**config.mk**
```make
export PLATFORM = sky130hd
export DESIGN_NAME = gray_ptr_rx
export DESIGN_NICKNAME = d
export VERILOG_FILES = /design/src/rtl/gray_ptr_pkg.sv /design/src/rtl/gray_sync_chain.sv /design/src/rtl/gray_ptr_rx.sv
export SDC_FILE = /design/constraint.sdc
export NUM_CORES = 1
export LEC_CHECK = 0
export CORE_UTILIZATION = 50
export CTS_CLUSTER_SIZE = 20
export DETAILED_ROUTE_END_ITERATION = 6
export PLACE_DENSITY = 0.82
export SYNTH_ARGS = -nofsm -noshare
export SYNTH_HDL_FRONTEND = slang
export SYNTH_SLANG_ARGS = --single-unit
```
**constraint.sdc**
```tcl
create_clock -name clk -period 3.88 [get_ports clk]
set_clock_uncertainty 0.05 [all_clocks]
set_input_delay 0.776 -clock clk [delete_from_list [all_inputs] [get_ports clk]]
set_output_delay 0.776 -clock clk [all_outputs]
set_load 0.01 [all_outputs]
```
**src/rtl/gray_ptr_pkg.sv**
```systemverilog
// Shared helpers for the gray-coded pointer link: gray/binary conversion and
// synchroniser limits. The conversion functions work on a fixed maximum width.
// Callers zero-extend narrower pointers and truncate the result. This is
// exact for any pointer width up to PTR_W_MAX.
package gray_ptr_pkg;

    localparam int SYNC_STAGES_MIN = 2;
    localparam int PTR_W_MAX       = 32;

    typedef logic [PTR_W_MAX-1:0] ptr_max_t;

    // Binary to reflected gray code.
    function automatic ptr_max_t bin2gray(input ptr_max_t b);
        return (b >> 1) ^ b;
    endfunction

    // Gray to binary: each binary bit is the XOR of all gray bits at or above it.
    function automatic ptr_max_t gray2bin(input ptr_max_t g);
        ptr_max_t b;
        b = '0;
        for (int i = 0; i < PTR_W_MAX; i++) begin
            b[i] = ^(g >> i);
        end
        return b;
    endfunction

endpackage

```
**src/rtl/gray_sync_chain.sv**
```systemverilog
// Multi-flop synchroniser for a gray-coded bus crossing into the clk domain.
// The bus is gray-coded, so at most one bit is in flight per source step.
// That makes per-bit synchronisation safe. Stage counts below SYNC_STAGES_MIN
// are raised to the minimum.
module gray_sync_chain
    import gray_ptr_pkg::*;
#(
    parameter int SIZE        = 4,
    parameter int SYNC_STAGES = 2
) (
    input  logic            clk,
    input  logic            rst_n,
    input  logic [SIZE-1:0] d,
    output logic [SIZE-1:0] q
);

    localparam int STAGES = (SYNC_STAGES < SYNC_STAGES_MIN) ? SYNC_STAGES_MIN : SYNC_STAGES;

    (* ASYNC_REG = "TRUE" *) logic [SIZE-1:0] sync_q [STAGES];

    // Shift the asynchronous bus through the synchroniser flops.
    always_ff @(posedge clk) begin
        if (!rst_n) begin
            // NOTE: the chain is reset so the first decoded pointer after reset is a
            // known zero. The chain is a short flop array, not a RAM, so resetting it is cheap.
            for (int i = 0; i < STAGES; i++) begin
                sync_q[i] <= '0;
            end
        end else begin
            // NOTE: non-blocking assignments make every stage sample its
            // predecessor's old value, giving a true shift register.
            sync_q[0] <= d;
            for (int i = 1; i < STAGES; i++) begin
                sync_q[i] <= sync_q[i-1];
            end
        end
    end

    assign q = sync_q[STAGES-1];

endmodule

```
**src/rtl/gray_ptr_rx.sv**
```systemverilog
// Read side of a gray-coded pointer link for an asynchronous FIFO.
// The remote write pointer is synchronised, decoded and registered.
// The module keeps the local binary/gray read pointer and derives occupancy and empty.
// Optional feature macro: GRAY_PTR_CHECK_EN. When defined, a multi-bit change of
// the synchronised gray pointer between consecutive cycles sets sticky gray_err.
// When not defined, gray_err is tied low.
module gray_ptr_rx
    import gray_ptr_pkg::*;
#(
    parameter int SIZE        = 4,
    parameter int SYNC_STAGES = 2
) (
    input  logic            clk,
    input  logic            rst_n,
    input  logic [SIZE-1:0] gray_in,
    input  logic            inc,
    output logic [SIZE-1:0] rd_bin,
    output logic [SIZE-1:0] rd_gray,
    output logic [SIZE-1:0] wr_bin,
    output logic [SIZE-1:0] count,
    output logic            empty,
    output logic            underflow,
    output logic            gray_err
);

    logic [SIZE-1:0] g_s;
    logic [SIZE-1:0] wr_bin_next;
    logic [SIZE-1:0] rd_bin_inc;
    logic            pop_ok;

    gray_sync_chain #(
        .SIZE        (SIZE),
        .SYNC_STAGES (SYNC_STAGES)
    ) u_sync (
        .clk   (clk),
        .rst_n (rst_n),
        .d     (gray_in),
        .q     (g_s)
    );

    assign wr_bin_next = SIZE'(gray2bin(ptr_max_t'(g_s)));
    assign rd_bin_inc  = rd_bin + SIZE'(1);

    // Occupancy is straight from the pointer registers; modulo wrap handles the wrap bit.
    assign count  = wr_bin - rd_bin;
    assign empty  = (count == '0);
    assign pop_ok = inc && !empty;

    // Register the decoded write pointer one cycle behind the synchroniser output.
    always_ff @(posedge clk) begin
        if (!rst_n) begin
            wr_bin <= '0;
        end else begin
            wr_bin <= wr_bin_next;
        end
    end

    // Advance binary and gray read pointers together on an accepted pop.
    always_ff @(posedge clk) begin
        if (!rst_n) begin
            rd_bin  <= '0;
            rd_gray <= '0;
        end else if (pop_ok) begin
            rd_bin  <= rd_bin_inc;
            rd_gray <= SIZE'(bin2gray(ptr_max_t'(rd_bin_inc)));
        end
    end

    // Flag a pop request made while empty; the flag is held until reset.
    always_ff @(posedge clk) begin
        if (!rst_n) begin
            underflow <= 1'b0;
        end else if (inc && empty) begin
            underflow <= 1'b1;
        end
    end

`ifdef GRAY_PTR_CHECK_EN
    logic [SIZE-1:0] g_s_prev;
    logic [SIZE-1:0] g_s_diff;

    // A legal gray sequence changes one bit per step.
    // diff & (diff-1) is non-zero exactly when two or more bits differ.
    assign g_s_diff = g_s ^ g_s_prev;

    // Track the previous synchronised pointer and latch any multi-bit step.
    always_ff @(posedge clk) begin
        if (!rst_n) begin
            g_s_prev <= '0;
            gray_err <= 1'b0;
        end else begin
            g_s_prev <= g_s;
            if (|(g_s_diff & (g_s_diff - SIZE'(1)))) begin
                gray_err <= 1'b1;
            end
        end
    end
`else
    assign gray_err = 1'b0;
`endif

endmodule
```
==> results.txt, run 1 <==
status - completed
area added between synthesis and finish - 31.3%
top_reg_cell synth - dfxtp_1
most common cell after layout, fill and taps aside - clkdlybuf4s50_1
Req. time, crit path - 3.05 ns
PD cells - 611 nW/um^2
Place WS - 0.730 ns
vias in the first global route - 707
CP arrival - 2.67 ns
CP Cell Sequence - ha_1 > inv_1 > fa_1 > xor2_1 > or3_4 > nor2_1 > clkdlybuf4s50_1
DR vias - 789
Avg Cell Area, Syn - 9.19 sq um
GR Util All Layers - 19.8%
hold path startpoint - u_sync.sync_q[0][1]$_SDFF_PN0_
Final Wtd Congestion - 0.817
DP Wirelength - 1490 um
number of synthesized flops with an enable pin - 0
top post-synthesis cells by area - dfxtp_1 (42%), and2_1 (7.1%), mux2i_1 (6.2%)
first drt pass iteration count - 4
clock buffer depth - 2
RSZ-0062 raised after global routing - no
Yosys top cell by area - dfxtp_1
Crit Path Class - register to output port
type of origin of the critical path - register
Finish-stage setup viols - 0
die area - 2110 sq um
core area - 1760 sq um
Port Buffers - 24
CTS tree - yes
grt ovf - 0
most frequent cells in the layout - clkdlybuf4s50_1 (24), dfxtp_1 (20), nand2_1 (14)
Worst-Margin Slew - 0.666 ns
Gates resized, CTS repair - 0
Mapped Area - 965 sq um
Residual DRC - 0
Initial Utilization - 54.7%
Placed Area - 1210 sq um
initial DRC count - 10
Slew HR - 55.5%
post-route antenna net violation count - 0
vias per cell - 5.12
final worst-path cycle share - 90.0%
final instance area - 1270 sq um
Final Hold Violating Endpoints - 0
critical path launch point - rd_bin[0]$_SDFFE_PN0P_
fin nets - 142
# diodes - 0
worst IR drop on VDD - 0.000374 V
root buffer cell - clkbuf_4
number of setup buffers added after CTS - 0
final WL - 1870 um
Core Util, Final - 71.8%
WL per Instance - 12.1 um
Critical Path End Type - output port
synth warn - 0
htree depth - 1
CTS Sinks - 20
largest net degree at the start of global routing - 26
max incr delay on CP - 0.53 ns
Worst-Skew Late Latency - 0.29 ns
IO Count - 26
min Tclk post-route - 3.49 ns
hold buffers post-CTS - 0
top cell type's share of synthesized area - 41.5%
fmax - 286 MHz
post-synthesis sequential element count - 20
CTS Buf Count - 3
chip height - 45.9 um
LEAKAGE - 0.000520 uW
Final WS setup - 0.388 ns
FF-to-FF Start - rd_bin[0]$_SDFFE_PN0P_
share of cells above drive strength 1 - 5.43%
Seq/Total Area, Yosys - 41.5%
CTS clk-pin slew, worst paths - 0.12 ns
worst hold path type - register to register
Max Cap Viol - 0
Synth cell types - 32
async set-or-reset flop fraction in the synthesized netlist - 0%
Setup TNS Final - 0 ns
Rows - 15
slowest library cell on the worst path - clkdlybuf4s50_1
Critical Path Fanout Max - 8
first-pass GRT wire length - 2980 um
initial antenna violation count - 0
Synth Instances - 105
die width - 45.9 um
Synthesized Nets - 117
fin. max-slew vios - 0
## layout make-up
cell class	count	area, sq um
clock buffers	3	22.5
clock inverters	1	30.0
fillers	154	498
inverters	7	26.3
multi-input cells	74	515
flip-flops and latches	20	400
well taps	25	31.3
repair buffers	24	240
## worst max-delay path: cells and delay by family (launching register included)
kind                       cells  cell delay, ns
xor gates and xnor gates       1            0.20
and+or+nand+nor                2            0.45
DFF                            1            0.51
buffers and inverters          2            0.60
adders and majority gates      2            0.61
## registers in the layout, indices dropped and copies added (netlist names)
signal	cells
u_sync.sync_q	8
rd_gray	4
wr_bin	4
rd_bin	3
underflow	1
## synthesized netlist by cell type (3+ instances only)
| library cell | n |
|---|---|
| xnor2_1 | 6 |
| mux2i_1 | 6 |
| ha_1 | 4 |
| nand2_1 | 14 |
| inv_1 | 6 |
| dfxtp_1 | 20 |
| a21oi_1 | 4 |
| and2_1 | 11 |
| a31oi_1 | 3 |
| xor2_1 | 4 |
## metrics by stage
stage	cells	hold slack [ns]	total power (uW)
global placement	150	0.364	601
global route	154	0.415	819
detailed placement	150	0.369	611
CTS	154	0.398	779
floorplan	105	0.362	465
finish	154	0.397	773
## final timing paths
path	endpoint	slack, ns	cells past startpoint
max	empty	0.39	7
min	u_sync.sync_q[0][5]$_SDFF_PN0_	0.40	1
max reg2reg	rd_gray[3]$_SDFFE_PN0P_	1.36	7
min reg2reg	u_sync.sync_q[0][5]$_SDFF_PN0_	0.40	1
## report_power, final
group,internal [uW],switching (uW)
sequential,232,24.3
combinational,186,163
clock,104,62.9
## cells by family (layout without fill, tap and decap cells)
family | count (synthesis) | in the layout | synth area share (%)
adder cells (fa/ha/maj) | 5 | 5 | 7.26
flip-flops | 20 | 20 | 41.5
AND/OR/NAND/NOR | 40 | 40 | 22.4
XOR/XNOR | 10 | 10 | 9.08
other | 1 | 1 | 0.389
buffers and inverters | 11 | 35 | 5.06
AO/OA/AOI/OAI | 12 | 12 | 8.04
multiplexers | 6 | 6 | 6.23
## routing by layer
metal  up-vias  wire length [um]  global-route usage (%)
met4         0                20                    7.06
li1        396                 -                       -
met3         4               100                    3.97
met1       359               830                    23.7
met5         -                 0                       0
met2        30               918                    34.6
Note: power is estimated with default switching activity, not from simulation.
==> run 2, diff against run 1 <==
- CORE_UTILIZATION: 50 -> 42
- PLACE_DENSITY: 0.82 -> 0.74
- clock period: 3.88 -> 3 ns (I/O delays scaled with it)
==> results.txt, run 2 (synthesis results as in run 1) <==
most common cell after layout, fill and taps aside - clkdlybuf4s50_1
grt ovf - 0 (unchanged)
Port Buffers - 24 (unchanged)
area added between synthesis and finish - 30.0%
root buffer cell - clkbuf_4
Crit Path Class - register to output port
register cell area after layout - 402 sq um (+0.31%)
Biggest register - u_sync.sync_q
htree depth - 1 (unchanged)
# diodes - 0 (unchanged)
min Tclk post-route - 2.83 ns
Largest register FFs - 8 (unchanged)
Fillers - 185 (+20%)
final worst-path cycle share - 94.3%
GR Util All Layers - 15.2% (-4.7 points)
FF-to-FF Start - rd_bin[0]$_SDFFE_PN0P_
vias in the first global route - 701 (-0.85%)
CTS clk-pin slew, worst paths - 0.10 ns (-0.02 ns)
Rows - 16 (+1)
Non-Filler Instances - 157 (+1.9%)
DP Wirelength - 1410 um (-5.7%)
post-route antenna net violation count - 0 (unchanged)
status - completed
fmax - 354 MHz
fin nets - 144 (+1.4%)
worst hold path type - register to register
Req. time, crit path - 2.35 ns (-0.70 ns)
Max Cap Viol - 0 (unchanged)
DR vias - 763 (-3.3%)
Worst-Margin Slew - 0.680 ns (+0.0141 ns)
delay-heaviest family, CP - buffers and inverters
most frequent cells in the layout - clkdlybuf4s50_1 (23), dfxtp_1 (19), nand2_1 (14)
area of the multi-input gates - 515 sq um (unchanged)
Critical Path Fanout Max - 5 (-3)
Final Hold Violating Endpoints - 0 (unchanged)
IO Count - 26 (unchanged)
worst IR drop on VDD - 0.000392 V (+4.9%)
cell count along the critical path - 6 (-1)
fin. max-slew vios - 0 (unchanged)
first-pass GRT wire length - 2910 um (-2.3%)
initial antenna violation count - 0 (unchanged)
core area - 2060 sq um (+17%)
die area - 2490 sq um (+18%)
CTS Buf Count - 3 (unchanged)
PD cells - 723 nW/um^2 (+18%)
Critical Path End Type - output port
Buf/Inv on CP - 2 (unchanged)
die width - 49.9 um (+8.7%)
slowest library cell on the worst path - clkdlybuf4s50_1
RSZ-0062 raised after global routing - no
CP arrival - 2.18 ns (-0.49 ns)
Finish-stage setup viols - 0 (unchanged)
CTS tree - yes
largest net degree at the start of global routing - 26 (unchanged)
LEAKAGE - 0.000520 uW (about the same)
max incr delay on CP - 0.53 ns (about the same)
chip height - 49.9 um (+8.7%)
clock buffer depth - 2 (unchanged)
vias per cell - 4.86 (-5.1%)
worst reg2reg path depth - 7 (unchanged)
WL per Instance - 11.0 um (-9.4%)
top flop regs - u_sync.sync_q (8), rd_gray (4), wr_bin (4)
CTS Sinks - 20 (unchanged)
Initial Utilization - 46.8% (-7.9 points)
critical path launch point - rd_bin[2]$_SDFFE_PN0P_
FF-to-FF End - rd_gray[3]$_SDFFE_PN0P_
CP endpoint - count[3]
Final Wtd Congestion - 0.862 (+5.6%)
share of cells above drive strength 1 - 6.92% (+1.5 points)
initial DRC count - 6 (-4)
dpl cells - 154 (+2.7%)
FF-to-FF setup slack - 0.71 ns (-0.65 ns)
Setup TNS Final - 0 ns (unchanged)
type of origin of the critical path - register
Worst-Skew Late Latency - 0.29 ns (about the same)
first drt pass iteration count - 4 (unchanged)
final WL - 1730 um (-7.6%)
CP Cell Sequence - inv_1 > ha_1 > a21oi_1 > nand3_1 > nand2_1 > clkdlybuf4s50_1
Slew HR - 54.5% (-0.94 points)
Residual DRC - 0 (unchanged)
## run 2: cell count changes in the layout (fill, tap and decap cells not counted), sizes merged
cell / previous run / this run
clkdlybuf4s50: 24 / 23
dlygate4sd2: 0 / 1
bufinv: 1 / 0
buf: 0 / 2
## run 2: routing by layer
layer	vias to the layer above	GRT usage [%]	wire length, um
li1	401	-	-
met1	339	17.1	786
met2	21	27.7	860
met3	2	2.16	65
met4	0	6.67	14
met5	-	0	0
## run 2: per-stage QoR
step                      total power (uW)  area, sq um  utilization [%]  hold WS [ns]  worst slack (ns)
final                                  906         1250             60.8         0.392             0.172
after global routing                   963         1250             60.8         0.408            0.0701
after CTS                              915         1250             60.8         0.396             0.163
after detailed placement               800         1230             59.7         0.370             0.218
after global placement                 786         1230             59.7         0.364             0.271
after floorplan                        602          965                -         0.362             0.507
## run 2: timing repair
| action | CTS | global route |
|---|---|---|
| resized for setup | 2 | 0 |
| hold buffers | 0 | 0 |
| endpoints found under the setup margin | 1 | 0 |
| endpoints found under the hold margin | 0 | 0 |
| buffers inserted | 0 | 0 |
## run 2: cell type report
cell class	count	share of cell area (%)
multi-input combinational	74	41.1
inverter	7	2.10
sequential	20	32.0
tap	27	2.69
timing repair buffer	26	20.3
clock buffer	3	1.80
## run 2: worst reg2reg max path: stages, from the launching register on
cell and delay, ns:
dfxtp_1 0.35, ha_1 0.17, inv_1 0.06, fa_1 0.38
xor2_1 0.20, or3_4 0.37, or4_1 0.47, a31oi_1 0.18
## run 2: how the worst min path moves through the flow
stage	from	to	slack, ns	cells after the start
after floorplan	u_sync.sync_q[0][0]$_SDFF_PN0_	u_sync.sync_q[0][4]$_SDFF_PN0_	0.36	1
after global placement	u_sync.sync_q[0][3]$_SDFF_PN0_	u_sync.sync_q[0][7]$_SDFF_PN0_	0.36	1
after detailed placement	u_sync.sync_q[0][3]$_SDFF_PN0_	u_sync.sync_q[0][7]$_SDFF_PN0_	0.37	1
after CTS	u_sync.sync_q[0][2]$_SDFF_PN0_	u_sync.sync_q[0][6]$_SDFF_PN0_	0.40	1
after global routing	u_sync.sync_q[0][0]$_SDFF_PN0_	u_sync.sync_q[0][4]$_SDFF_PN0_	0.41	1
final	u_sync.sync_q[0][2]$_SDFF_PN0_	u_sync.sync_q[0][6]$_SDFF_PN0_	0.39	1
## run 2: where the power goes
| group | internal (uW) | leakage [uW] | switching (uW) |
|---|---|---|---|
| combinational | 242 | 0.000341 | 222 |
| sequential | 301 | 0.000165 | 20.1 |
| clock | 46.6 | 0.0000138 | 74.7 |
| total | 589 | 0.000520 | 317 |
